$ cat config.mk
export PLATFORM = sky130hd
export DESIGN_NAME = cic_interp_feeder
export DESIGN_NICKNAME = d
export VERILOG_FILES = /design/src/rtl/cic_interp_feeder.sv
export SDC_FILE = /design/constraint.sdc
export NUM_CORES = 1
export LEC_CHECK = 0
export CAP_MARGIN = 10
export CELL_PAD_IN_SITES_DETAIL_PLACEMENT = 0
export CELL_PAD_IN_SITES_GLOBAL_PLACEMENT = 2
export CORE_MARGIN = 10
export CORE_UTILIZATION = 39
export DETAILED_ROUTE_END_ITERATION = 8
export GPL_ROUTABILITY_DRIVEN = 0
export HOLD_SLACK_MARGIN = 0.15
export PLACE_DENSITY_LB_ADDON = 0.1
export SLEW_MARGIN = 10
export SYNTH_ARGS = -nofsm -noshare
export SYNTH_HDL_FRONTEND = slang
export SYNTH_SLANG_ARGS = --single-unit
$ cat constraint.sdc
create_clock -name out_clk -period 2.52 [get_ports out_clk]
set_clock_uncertainty 0.05 [all_clocks]
set_input_delay 0.252 -clock out_clk [delete_from_list [all_inputs] [get_ports out_clk]]
set_output_delay 0.252 -clock out_clk [all_outputs]
set_load 0.03 [all_outputs]
$ cat src/rtl/cic_interp_feeder.sv
`default_nettype none
// ============================================================================
// Module   : cic_interp_feeder
// Purpose  : Buffers upstream samples in a small FIFO and presents them to a
//            CIC interpolator as one registered strobe every RATE cycles,
//            zero-stuffing (and counting) when the buffer runs dry.
// Revision : 1.0 - initial release
// ============================================================================
module cic_interp_feeder #(
  parameter int ISZ   = 16,
  parameter int RATE  = 32,
  parameter int DEPTH = 4,
  parameter int PRIME = 2
) (
  input  logic                  out_clk,
  input  logic                  reset,
  input  logic                  enable,
  input  logic signed [ISZ-1:0] s_data,
  input  logic                  s_valid,
  output logic                  s_ready,
  output logic                  in_clk,
  output logic signed [ISZ-1:0] in,
  output logic                  underflow,
  output logic [7:0]            underflow_cnt,
  output logic                  running
);

  localparam int PW = $clog2(RATE);
  localparam int AW = $clog2(DEPTH);
  localparam int CW = AW + 1;

  typedef enum logic [1:0] {
    ST_IDLE  = 2'd0,
    ST_PRIME = 2'd1,
    ST_RUN   = 2'd2
  } state_t;

  state_t                state_q, state_d;
  logic [PW-1:0]         phase_q, phase_d;
  logic [CW-1:0]         count_q, count_d;
  logic [AW-1:0]         wr_ptr_q, wr_ptr_d;
  logic [AW-1:0]         rd_ptr_q, rd_ptr_d;
  logic                  in_clk_q, in_clk_d;
  logic signed [ISZ-1:0] in_q, in_d;
  logic                  underflow_q, underflow_d;
  logic [7:0]            ucnt_q, ucnt_d;
  logic signed [ISZ-1:0] mem_q [DEPTH];
  logic                  push, pop;

  // Ready depends only on registered state so a pop never raises it combinationally.
  assign s_ready       = (state_q != ST_IDLE) && (count_q < CW'(DEPTH));
  assign in_clk        = in_clk_q;
  assign in            = in_q;
  assign underflow     = underflow_q;
  assign underflow_cnt = ucnt_q;
  assign running       = (state_q == ST_RUN);

  // Next-state, FIFO bookkeeping and strobe generation.
  always_comb begin
    state_d     = state_q;
    phase_d     = phase_q;
    count_d     = count_q;
    wr_ptr_d    = wr_ptr_q;
    rd_ptr_d    = rd_ptr_q;
    in_clk_d    = 1'b0;
    in_d        = in_q;
    underflow_d = 1'b0;
    ucnt_d      = ucnt_q;
    push        = 1'b0;
    pop         = 1'b0;

    if (!enable) begin
      // Dropping enable flushes everything; a same-cycle push is discarded.
      state_d  = ST_IDLE;
      phase_d  = '0;
      count_d  = '0;
      wr_ptr_d = '0;
      rd_ptr_d = '0;
      in_d     = '0;
    end else begin
      push = s_valid && s_ready;
      case (state_q)
        ST_IDLE: begin
          state_d  = ST_PRIME;
          phase_d  = '0;
          count_d  = '0;
          wr_ptr_d = '0;
          rd_ptr_d = '0;
          in_d     = '0;
        end
        ST_PRIME: begin
          phase_d = '0;
          if (count_q >= CW'(PRIME)) state_d = ST_RUN;
        end
        ST_RUN: begin
          phase_d = phase_q + PW'(1);
          if (phase_q == '0) begin
            in_clk_d = 1'b1;
            if (count_q != '0) begin
              pop  = 1'b1;
              in_d = mem_q[rd_ptr_q];
            end else begin
              in_d        = '0;
              underflow_d = 1'b1;
              if (ucnt_q != 8'hFF) ucnt_d = ucnt_q + 8'd1;
            end
          end
        end
        default: state_d = ST_IDLE;
      endcase

      if (push) wr_ptr_d = wr_ptr_q + AW'(1);
      if (pop)  rd_ptr_d = rd_ptr_q + AW'(1);
      if (push && !pop)      count_d = count_q + CW'(1);
      else if (pop && !push) count_d = count_q - CW'(1);
    end
  end

  // State and output registers; reset overrides all other inputs.
  always_ff @(posedge out_clk) begin
    if (reset) begin
      state_q     <= ST_IDLE;
      phase_q     <= '0;
      count_q     <= '0;
      wr_ptr_q    <= '0;
      rd_ptr_q    <= '0;
      in_clk_q    <= 1'b0;
      in_q        <= '0;
      underflow_q <= 1'b0;
      ucnt_q      <= '0;
    end else begin
      state_q     <= state_d;
      phase_q     <= phase_d;
      count_q     <= count_d;
      wr_ptr_q    <= wr_ptr_d;
      rd_ptr_q    <= rd_ptr_d;
      in_clk_q    <= in_clk_d;
      in_q        <= in_d;
      underflow_q <= underflow_d;
      ucnt_q      <= ucnt_d;
    end
  end

  // Sample storage; contents need no reset since the pointers define validity.
  always_ff @(posedge out_clk) begin
    if (push && !reset) mem_q[wr_ptr_q] <= s_data;
  end

endmodule
`default_nettype wire

## Word level (Yosys, flattened, before mapping)

Memory sizes are Yosys's and may differ from the RTL's. A register that Yosys moved wholly into a read port is not among the register bits.
Cells that the tools add are included.
W data, S select, Z words.

| storage, ports and cells | value |
|---|---|
| bits in writable memories | 64 |
| output and inout port bits | 28 |
| memories | 1 |
| register bits | 40 |

Memories:

| memory | depth | bits a word | rd ports | clocked after memory_dff | write ports | RTL line | source |
|---|---|---|---|---|---|---|---|
| mem_q | 4 | 16 | 1 | 1 | 1 | 47 | `logic signed [ISZ-1:0] mem_q [DEPTH];` |

| cells by class | value |
|---|---|
| bitwise gates (word level) | 4 |
| eq/ne operators | 5 |
| $add $sub $neg | 6 |
| multiplexer cells | 23 |
| order comparisons | 2 |
| reduce and logical (&&, ||, !) cells | 24 |

Operators with widths:

| operator | number |
|---|---|
| $mux W16 | 2 |
| $pmux W16 S2 | 1 |
| $mux W2 | 6 |
| $pmux W5 S2 | 1 |
| $reduce_bool A2 Y1 | 5 |
| $mux W1 | 9 |
| $mux W3 | 3 |
| $add A8 B1 Y8 const B | 1 |
| $ne A8 B8 Y1 const B | 1 |
| $pmux W2 S3 | 1 |
| $reduce_bool A3 Y1 | 2 |
| $add A5 B1 Y5 const B | 1 |
| $logic_and A1 B1 Y1 | 5 |
| $logic_not A5 Y1 | 1 |
| $reduce_and A5 Y1 | 1 |
| $add A2 B1 Y2 const B | 2 |
| $not A1 Y1 | 4 |
| $reduce_and A2 Y1 | 2 |
| $reduce_or A2 Y1 | 2 |
| $reduce_or A4 Y1 | 1 |
| $add A3 B1 Y3 const B | 1 |
| $ge A3 B2 Y1 const B | 1 |
| $logic_not A1 Y1 | 3 |
| $lt A3 B3 Y1 const B | 1 |
| other kinds (7) | 7 |

## Depth between registers and ports, before layout

Gate-level depths: netlist of run 1.

| logic depth | value |
|---|---|
| word-level depth | 8 |
| depth in mapped cells | 11 |
| mapped depth without buffers | 10 |

## Least setup slack after synthesis of run 1

OpenSTA, ideal clock, no wires.

| path | value |
|---|---|
| path type | register to register |
| start point | register state_q[0] |
| end point | register count_q[2] |
| library setup time | 0.078 ns |
| arrival | 2.082 ns |
| cell stages (with the launch flop) | 12 |
| required time | 2.392 ns |
| setup slack | 0.311 ns |
| cell sequence | dfxtp_1 > buf_2 > nand2b_1 > inv_1 > nand3_1 > inv_1 > buf_2 > ha_1 > o21ai_0 > o21a_1 > a21oi_1 > nor3_1 |

| on the way | value |
|---|---|
| elaborated cells on any way between the ends | 14 |
| those cells by class | eq/ne (1); mux (4); reduce/logical (9) |

RTL lines:

| what | RTL line | source |
|---|---|---|
| start, declared | 38 | `state_t state_q, state_d;` |
| start signal, assigned | 132 | `state_q <= state_d;` |
| $eq A2 B2 Y1 (*) | n/a |  |
| via running | 25 | `output logic running` |
| $mux W1 (*) | 82 | `case (state_q)` |
| $mux W1 (*) | 72 | `if (!enable) begin` |
| $logic_and A1 B1 Y1 / $logic_not A1 Y1 (equally long branches) | 115, 114 |  |
| $mux W3 / $logic_and A1 B1 Y1 (equally long branches) | 115, 114 |  |
| $mux W3 / $reduce_bool A3 Y1 (equally long branches) | n/a |  |
| end signal, assigned | 134 | `count_q <= count_d;` |
| end, declared | 40 | `logic [CW-1:0] count_q, count_d;` |

The timed path passes the listed nets; every way through them passes the cells marked *. The select of a mux whose other input is x is not followed.
A chain may end at the register's enable or synchronous reset.

## Worst setup path after layout of run 1

| path | value |
|---|---|
| start point | register phase_q[0] |
| end point | register count_q[2] |

| on the way | value |
|---|---|
| word-level cells in the longest chain between the ends | 7 |
| elaborated cells on any way between the ends | 10 |
| those cells by class | mux (5); reduce/logical (5) |

RTL lines:

| what | RTL line | source |
|---|---|---|
| start, declared | 39 | `logic [PW-1:0] phase_q, phase_d;` |
| start signal, assigned | 133 | `phase_q <= phase_d;` |
| $logic_not A5 Y1 (*) | 97 | `if (phase_q == '0) begin` |
| $mux W1 (*) | 97 |  |
| $mux W1 (*) | 82 |  |
| $mux W1 (*) | 72 |  |
| $logic_and A1 B1 Y1 / $logic_not A1 Y1 (equally long branches) | 115, 114 |  |
| $mux W3 / $logic_and A1 B1 Y1 (equally long branches) | 115, 114 |  |
| $mux W3 / $reduce_bool A3 Y1 (equally long branches) | n/a |  |

Mark *: on every way between the ends. The rest lies on a longest branch, timed or not. The select of a mux whose other input is x is not followed.

==> results of run 1 <==
-- per-stage QoR --
step | hold WS [ns] | instance area [sq um] | setup WS, ns | total power, mW | util (%)
CTS | 0.4476 | 5025 | 0.2505 | 2.974 | 48.46
global placement | 0.4347 | 4845 | 0.2068 | 1.985 | 46.72
floorplan | 0.3009 | 4178 | 0.3106 | 1.924 | -
detailed placement | 0.4395 | 4845 | 0.1931 | 1.986 | 46.72
finish | 0.4533 | 5025 | 0.2770 | 2.926 | 48.46
global route | 0.4513 | 5025 | 0.03731 | 3.049 | 48.46
-- worst max-delay path: stages (launching register included) --
cell and delay, ns:
dfxtp_1 0.35, inv_1 0.07, ha_1 0.15, nor4b_4 0.35, nand3_1 0.16, inv_1 0.11
ha_1 0.23, o21ai_0 0.23, o21a_1 0.23, a21oi_1 0.07, nor3_1 0.17
-- state kept, by name, summed over array words and instances, names as in the netlist, 2 cells and up, named ones only --
| register | flops |
|---|---|
| count_q | 3 |
| in | 16 |
| mem_q | 64 |
| phase_q | 5 |
| rd_ptr_q | 2 |
| state_q | 2 |
| underflow_cnt | 8 |
| wr_ptr_q | 2 |
-- Yosys cell counts (all sizes together) (2+ instances only) --
cell type	number	share of area [%]
edfxtp	64	46
dfxtp	42	20
nor2	30	2.7
a22oi	16	2.9
mux4	16	8.6
ha	12	3.6
inv	12	1.1
a21oi	10	1.2
nand2	10	0.90
clkbuf	7	0.63
buf	6	0.72
and3	4	0.60
nor2b	4	0.60
nor3	4	0.48
o21a	4	0.72
o31ai	4	0.72
nand2b	3	0.45
nand3	3	0.36
o21ai	3	0.36
or3	3	0.45
or4	3	0.54
xor2	3	0.63
a31oi	2	0.30
and4	2	0.42
mux2i	2	0.48
nand3b	2	0.36
nand4	2	0.66
xnor2	2	0.42
-- where the power goes --
group          internal [mW]  total (mW)  switching, mW  leakage, nW
sequential              1.84        1.84        0.00518        0.914
combinational         0.0476       0.101         0.0534        0.642
clock                  0.378       0.981          0.603       0.0967
-- routing by layer --
layer	part of all wire, %	track usage [%]
met2	50	18.74
met1	45	14.12
met3	4.6	3.510
met4	0.46	2.183
met5	0	0
-- final cells by class --
class,count,area share [%]
Inverter,12,0.8964
Multi-Input combinational cell,157,26.15
Timing Repair Buffer,58,11.01
Sequential cell,106,54.98
Clock buffer,9,2.465
Clock inverter,7,1.121
Tap cell,136,3.386
-- layout by cell type, fill, tap and decap left out, drive strengths merged, types with 3 or more instances in the layout --
cell type	synthesis	final
nor3	4	4
clkdlybuf4s50	0	47
a21oi	10	10
nor2b	4	4
o31ai	4	4
and3	4	4
dfxtp	42	42
edfxtp	64	64
ha	12	12
nand2	10	10
nor2	30	30
xor2	3	3
clkbuf	7	9
o21ai	3	3
mux4	16	16
buf	6	11
or4	3	3
inv	12	17
o21a	4	4
nand2b	3	3
a22oi	16	16
nand3	3	3
or3	3	3
-- cell families after synthesis --
group | Yosys count | synth area share, %
xor+xnor | 5 | 1.048
simple gates | 76 | 10.00
compound gates | 45 | 7.428
buf+inv | 25 | 2.426
mux | 19 | 9.374
flops | 106 | 66.13
fa+ha+maj | 12 | 3.594
-- worst max-delay path by stage --
stage | startpoint | to | slack [ns]
2_1_floorplan | state_q[0]$_SDFFE_PP0P_ | count_q[2]$_SDFFE_PP0P_ | 0.31
3_3_place_gp | s_valid | count_q[2]$_SDFFE_PP0P_ | 0.21
3_5_place_dp | s_valid | count_q[2]$_SDFFE_PP0P_ | 0.19
4_1_cts | state_q[0]$_SDFFE_PP0P_ | running | 0.25
5_1_grt | phase_q[0]$_SDFFE_PP0P_ | count_q[2]$_SDFFE_PP0P_ | 0.04
6_report | phase_q[0]$_SDFFE_PP0P_ | count_q[2]$_SDFFE_PP0P_ | 0.28
==> Implementation_results.wiki, run 1 <==
{| class="wikitable"
! Metric !! Value
|-
| Antenna viol nets, final || 0
|-
| Overall via count from detail_route || 2437
|-
| DR DRC count || 0
|-
| Area taken by flip-flops and latches || 0.002763 sq mm
|-
| Worst slew margin relative to its limit || 61.56%
|-
| Clock transition at the register clock pins on the worst setup and hold paths after CTS || 0.10 ns
|-
| CTS Root Buffer Type || clkbuf_8
|-
| Die area || 0.01525 sq mm
|-
| GRT Total Usage || 11.23%
|-
| Worst r2r path cells || 10
|-
| Startpoint kind of the worst setup timing path || flip-flop
|-
| Num rows || 37
|-
| Number of pins with negative max-slew slack in the final report || 0
|-
| Clock latency at the later pin of the worst-skew pair || 0.35 ns
|-
| R2r startpoint || phase_q[0]$_SDFFE_PP0P_
|-
| Diodes inserted || 0
|-
| Share of post-route cells with drive strength above 1 || 13.47%
|-
| Global-route wire length before repair || 13.15 mm
|-
| Launch instance of the worst min-delay path || underflow_cnt[7]$_SDFFE_PP0P_
|-
| Chip width || 123.5 microns
|-
| Pin count of the biggest net entering global routing || 20
|-
| Measured slew at the worst slew-check pin || 0.5706 ns
|-
| Clock tree from TritonCTS || yes
|-
| Starting DRC count in detailed routing || 187
|-
| Area occupied by multi-input gates || 0.001314 sq mm
|-
| Clock period minus worst slack || 2.243 ns
|-
| Detail-routed net length per standard cell || 17.06 microns
|-
| CTS-repair resized insts || 0
|-
| Final number of hold-violating endpoints || 0
|-
| Warnings from Yosys || 0
|-
| Worst setup slack for register-to-register paths || 0.28 ns
|-
| CTS H-tree depth || 3
|-
| Dpl hpwl || 5.435 mm
|-
| Critical path required time || 2.75 ns
|-
| Antenna violations before repair || 0
|-
| Hold path depth || 1
|-
| Summed instance area of the synthesized netlist || 0.004178 sq mm
|-
| End point of the most critical hold path || underflow_cnt[7]$_SDFFE_PP0P_
|-
| Max rail drop VDD || 0.3734 mV
|-
| Layout Nets || 376
|-
| Inserted Clock Buffers || 9
|-
| Initial cell density of the core || 40.29%
|-
| Number of global-route vias before repair || 2491
|-
| Number of cells produced by synthesis || 288
|-
| Number of top-level pins || 48
|-
| Placeable core area || 0.01037 sq mm
|-
| Net count after synthesis || 320
|-
| Class of the tightest hold or removal check || reg -> reg
|-
| Setup_tns || 0 ns
|-
| Number of buffers inserted by hold repair at cts || 0
|-
| CP arrival || 2.47 ns
|-
| Synth Register Bits || 106
|-
| Die extent in y || 123.5 microns
|-
| Reg-to-reg critical path endpoint || count_q[2]$_SDFFE_PP0P_
|-
| Critical path peak fanout || 5
|-
| Post-detailed-routing wire length || 8.273 mm
|-
| Number of cells after detailed placement || 469
|-
| Lkg Pwr || 1.653 nW
|-
| Number of detailed-route iterations in the first pass || 4
|-
| Avg Cell Area, Syn || 14.51 sq um
|-
| Final Setup Violations || 0
|-
| Critical path capture point type || flip-flop
|-
| Power density over the cells || 582.3 mW/mm^2
|-
| Portion of the post-synthesis area used by sequential elements || 66.13%
|-
| Start-to-end type of the worst setup path || reg -> reg
|-
| Number of buffers added for setup after CTS || 0
|-
| GRT overflow || 0
|-
| Number of buffer cells added on primary ports || 47
|-
| Clock sinks || 106
|-
| Max_cap viols || 0
|-
| Status || complete, no violations
|-
| Number of buffers between clock root and the deepest sink || 2
|-
| Highest clock frequency the design can meet || 445.8 MHz
|-
| Unrepaired setup endpoints after global routing || no
|-
| Filler cell count || 948
|-
| Synthesis-to-finish area growth || 20.28%
|-
| Count of different cell masters after synthesis || 42
|-
| Number of standard cells in the final layout excluding fillers || 485
|-
| Via density || 5.025
|-
| Top FF cell, synth || edfxtp_1
|-
| Number of enable flip-flop cells after synthesis || 64
|-
| Final clock period utilization by the worst path || 89.01%
|-
| Post-synth ARST share || 0%
|}
Power figures use the tool's default switching activity.
==> inputs of run 2 (changes only) <==
--- a/config.mk
+++ b/config.mk
@@ -10,6 +10,7 @@
 export CELL_PAD_IN_SITES_GLOBAL_PLACEMENT = 2
 export CORE_MARGIN = 10
 export CORE_UTILIZATION = 39
+export CTS_CLUSTER_DIAMETER = 30
 export DETAILED_ROUTE_END_ITERATION = 8
 export GPL_ROUTABILITY_DRIVEN = 0
 export HOLD_SLACK_MARGIN = 0.15
==> constraint.sdc (replaced) <==
create_clock -name out_clk -period 2.24 [get_ports out_clk]
set_clock_uncertainty 0.05 [all_clocks]
set_input_delay 0.224 -clock out_clk [delete_from_list [all_inputs] [get_ports out_clk]]
set_output_delay 0.224 -clock out_clk [all_outputs]
set_load 0.03 [all_outputs]
==> run 2 against run 1 <==
- non-clock buffer count is 10 higher
- sequential power is 12% higher
- via count is 2.9% higher
- count of clock-buffer cells in the layout is 1 higher
- critical path type is now reg -> out
==> Implementation_results.wiki, run 2 (synthesized netlist as in run 1, its figures left out) <==
{| class="wikitable"
! Metric !! Value
|-
| Clock sinks || 106 (unchanged)
|-
| Via density || 5.065 (+0.79%)
|-
| Max_cap viols || 0 (unchanged)
|-
| Class of the tightest hold or removal check || in -> reg
|-
| Measured slew at the worst slew-check pin || 0.3925 ns (-0.1781 ns)
|-
| DR DRC count || 0 (unchanged)
|-
| Power density over the cells || 644.6 mW/mm^2 (+11%)
|-
| Leading cell type in the layout, fill and taps excluded || edfxtp_1
|-
| Starting DRC count in detailed routing || 140 (-25%)
|-
| Global-route wire length before repair || 13.68 mm (+4.0%)
|-
| Hold path depth || 1 (unchanged)
|-
| Met1 track demand over resource || 15.49% (+1.4 points)
|-
| Largest register by flop count || mem_q
|-
| Final number of hold-violating endpoints || 0 (unchanged)
|-
| Clock period minus worst slack || 2.104 ns
|-
| Pin count of the biggest net entering global routing || 20 (unchanged)
|-
| Inserted Clock Buffers || 9 (unchanged)
|-
| Start-to-end type of the worst setup path || reg -> out
|-
| Overall via count from detail_route || 2507 (+2.9%)
|-
| Clock tree from TritonCTS || yes
|-
| GRT met3 Usage || 3.692% (+0.18 points)
|-
| GRT overflow || 0 (unchanged)
|-
| Max rail drop VDD || 0.3656 mV (-2.1%)
|-
| Number of top-level pins || 48 (unchanged)
|-
| Highest clock frequency the design can meet || 475.3 MHz
|-
| Number of cells after detailed placement || 479 (+2.1%)
|-
| Switching part of the total power || 23.12% (+0.52 points)
|-
| Number of detailed-route iterations in the first pass || 4 (unchanged)
|-
| Die area || 0.01525 sq mm (unchanged)
|-
| Clock transition at the register clock pins on the worst setup and hold paths after CTS || 0.11 ns (about the same)
|-
| Sw Pwr || 0.7709 mW (+17%)
|-
| Critical path required time || 1.97 ns (-0.78 ns)
|-
| GRT Total Usage || 11.71% (+0.48 points)
|-
| Post-detailed-routing wire length || 8.372 mm (+1.2%)
|-
| CTS Root Buffer Type || clkbuf_8
|-
| Cell Int Power || 2.563 mW (+13%)
|-
| Number of standard cells in the final layout excluding fillers || 495 (+2.1%)
|-
| Antenna violations before repair || 0 (unchanged)
|-
| Setup_tns || 0 ns (unchanged)
|-
| Final Setup Violations || 0 (unchanged)
|-
| Final clock period utilization by the worst path || 93.93%
|-
| Num rows || 37 (unchanged)
|-
| Critical path peak fanout || 8 (+3)
|-
| Critical path capture point type || output port
|-
| Layer with the highest usage after global routing || met2
|-
| CTS H-tree depth || 3 (unchanged)
|-
| CP arrival || 1.83 ns (-0.64 ns)
|-
| Number of buffers between clock root and the deepest sink || 2 (unchanged)
|-
| Startpoint kind of the worst setup timing path || flip-flop
|-
| Cell repeated most along the worst path || nor2_1
|-
| Antenna viol nets, final || 0 (unchanged)
|-
| Worst slew margin relative to its limit || 73.74% (+12 points)
|-
| Number of global-route vias before repair || 2504 (+0.52%)
|-
| Worst r2r path cells || 7 (-3)
|-
| Sequential Power Share || 62.1% (-0.9 points)
|-
| Unrepaired setup endpoints after global routing || no
|-
| Initial cell density of the core || 40.29% (unchanged)
|-
| Detail-routed net length per standard cell || 16.91 microns (-0.85%)
|-
| Dpl hpwl || 5.722 mm (+5.3%)
|-
| Status || complete, no violations
|-
| Combined buffer and inverter count along the critical path || 2 (unchanged)
|-
| Crit. path cell count || 4 (-6)
|-
| Diodes inserted || 0 (unchanged)
|-
| Clock latency at the later pin of the worst-skew pair || 0.37 ns (+0.02 ns)
|-
| Global routing met2 resource utilization || 18.18% (-0.57 points)
|-
| Category of cells accounting for the largest share of critical-path delay || buffers and inverters
|-
| Synthesis-to-finish area growth || 23.81%
|-
| Chip width || 123.5 microns (unchanged)
|-
| Power share of the combinational group || 3.8% (+0.3 points)
|-
| Maximum cell stage delay along the critical path || 0.60 ns (+0.25 ns)
|-
| Flip-flop count of the largest register, all copies and words added || 64 (unchanged)
|-
| Placeable core area || 0.01037 sq mm (unchanged)
|-
| Slowest CP cell || clkdlybuf4s50_1
|-
| Number of buffer cells added on primary ports || 47 (unchanged)
|-
| Share of post-route cells with drive strength above 1 || 15.88% (+2.4 points)
|-
| Lkg Pwr || 1.729 nW (+4.6%)
|-
| Ordered list of cells on the worst path || buf_4 -> nor2_1 -> nor2_1 -> clkdlybuf4s50_1
|-
| Commonest cells after routing, fill and taps aside || edfxtp_1, clkdlybuf4s50_1, dfxtp_1, nor2_1
|-
| Number of pins with negative max-slew slack in the final report || 0 (unchanged)
|-
| Die extent in y || 123.5 microns (unchanged)
|-
| Part of the power in the clock network || 34.1% (+0.6 points)
|-
| Layout Nets || 386 (+2.7%)
|}
## run 2: cell type report
class / count / area [sq um]
clock buffers: 10 / 127.6
clock inverters: 6 / 56.30
fillers: 924 / 5197
inverters: 12 / 45.04
multi-input cells: 157 / 1318
flip-flops and latches: 106 / 2763
well taps: 136 / 170.2
repair buffers: 68 / 693.2
## run 2: worst reg2reg max path: stages (launching register included)
cell	delay [ns]
dfxtp_1	0.35
inv_1	0.06
ha_1	0.15
nor4b_4	0.24
buf_4	0.19
nand4_4	0.20
or4_1	0.55
a21oi_1	0.14
## run 2: path summary, 6_finish.rpt
kind | end | slack, ns | startpoint
worst max-delay path | s_ready | 0.14 | state_q[0]$_SDFFE_PP0P_
worst min-delay path | mem_q[2][10]$_DFFE_PP_ | 0.44 | s_data[10]
worst max register to register | underflow_cnt[3]$_SDFFE_PP0P_ | 0.25 | phase_q[0]$_SDFFE_PP0P_
worst min register to register | underflow_cnt[7]$_SDFFE_PP0P_ | 0.44 | underflow_cnt[7]$_SDFFE_PP0P_
## run 2: layer usage
| metal | share of wire [%] | vias up | wire, microns |
|---|---|---|---|
| met5 | 0 | - | 0 |
| met4 | 0.73 | 0 | 61 |
| met3 | 5.6 | 7 | 466 |
| met2 | 48 | 54 | 3987 |
| met1 | 46 | 1232 | 3856 |
| li1 | - | 1214 | - |
## run 2: what timing repair did
action | CTS | global route
endpoints found under the setup margin | 0 | 3
resized for setup | 0 | 2
hold buffers | 0 | 0
buffers inserted | 0 | 0
## run 2: power groups by stage
| stage | clock [mW] | combinational [mW] | sequential [mW] |
|---|---|---|---|
| global route | 1.27 | 0.139 | 2.07 |
| global placement | 0 | 0.126 | 2.12 |
| floorplan | 0 | 0.0484 | 2.12 |
| finish | 1.14 | 0.127 | 2.07 |
| detailed placement | 0 | 0.127 | 2.12 |
| CTS | 1.18 | 0.128 | 2.07 |
## run 2: metrics by stage
step | area (sq um) | total power, mW | util, % | hold WS [ns] | setup slack, ns
floorplan | 4178 | 2.165 | - | 0.2729 | 0.03057
global placement | 4982 | 2.242 | 48.05 | 0.4303 | 0.1297
detailed placement | 4982 | 2.244 | 48.05 | 0.4220 | 0.08433
CTS | 5166 | 3.385 | 49.82 | 0.4137 | 0.1028
global route | 5172 | 3.483 | 49.88 | 0.4249 | 0.009525
finish | 5172 | 3.334 | 49.88 | 0.4372 | 0.1360
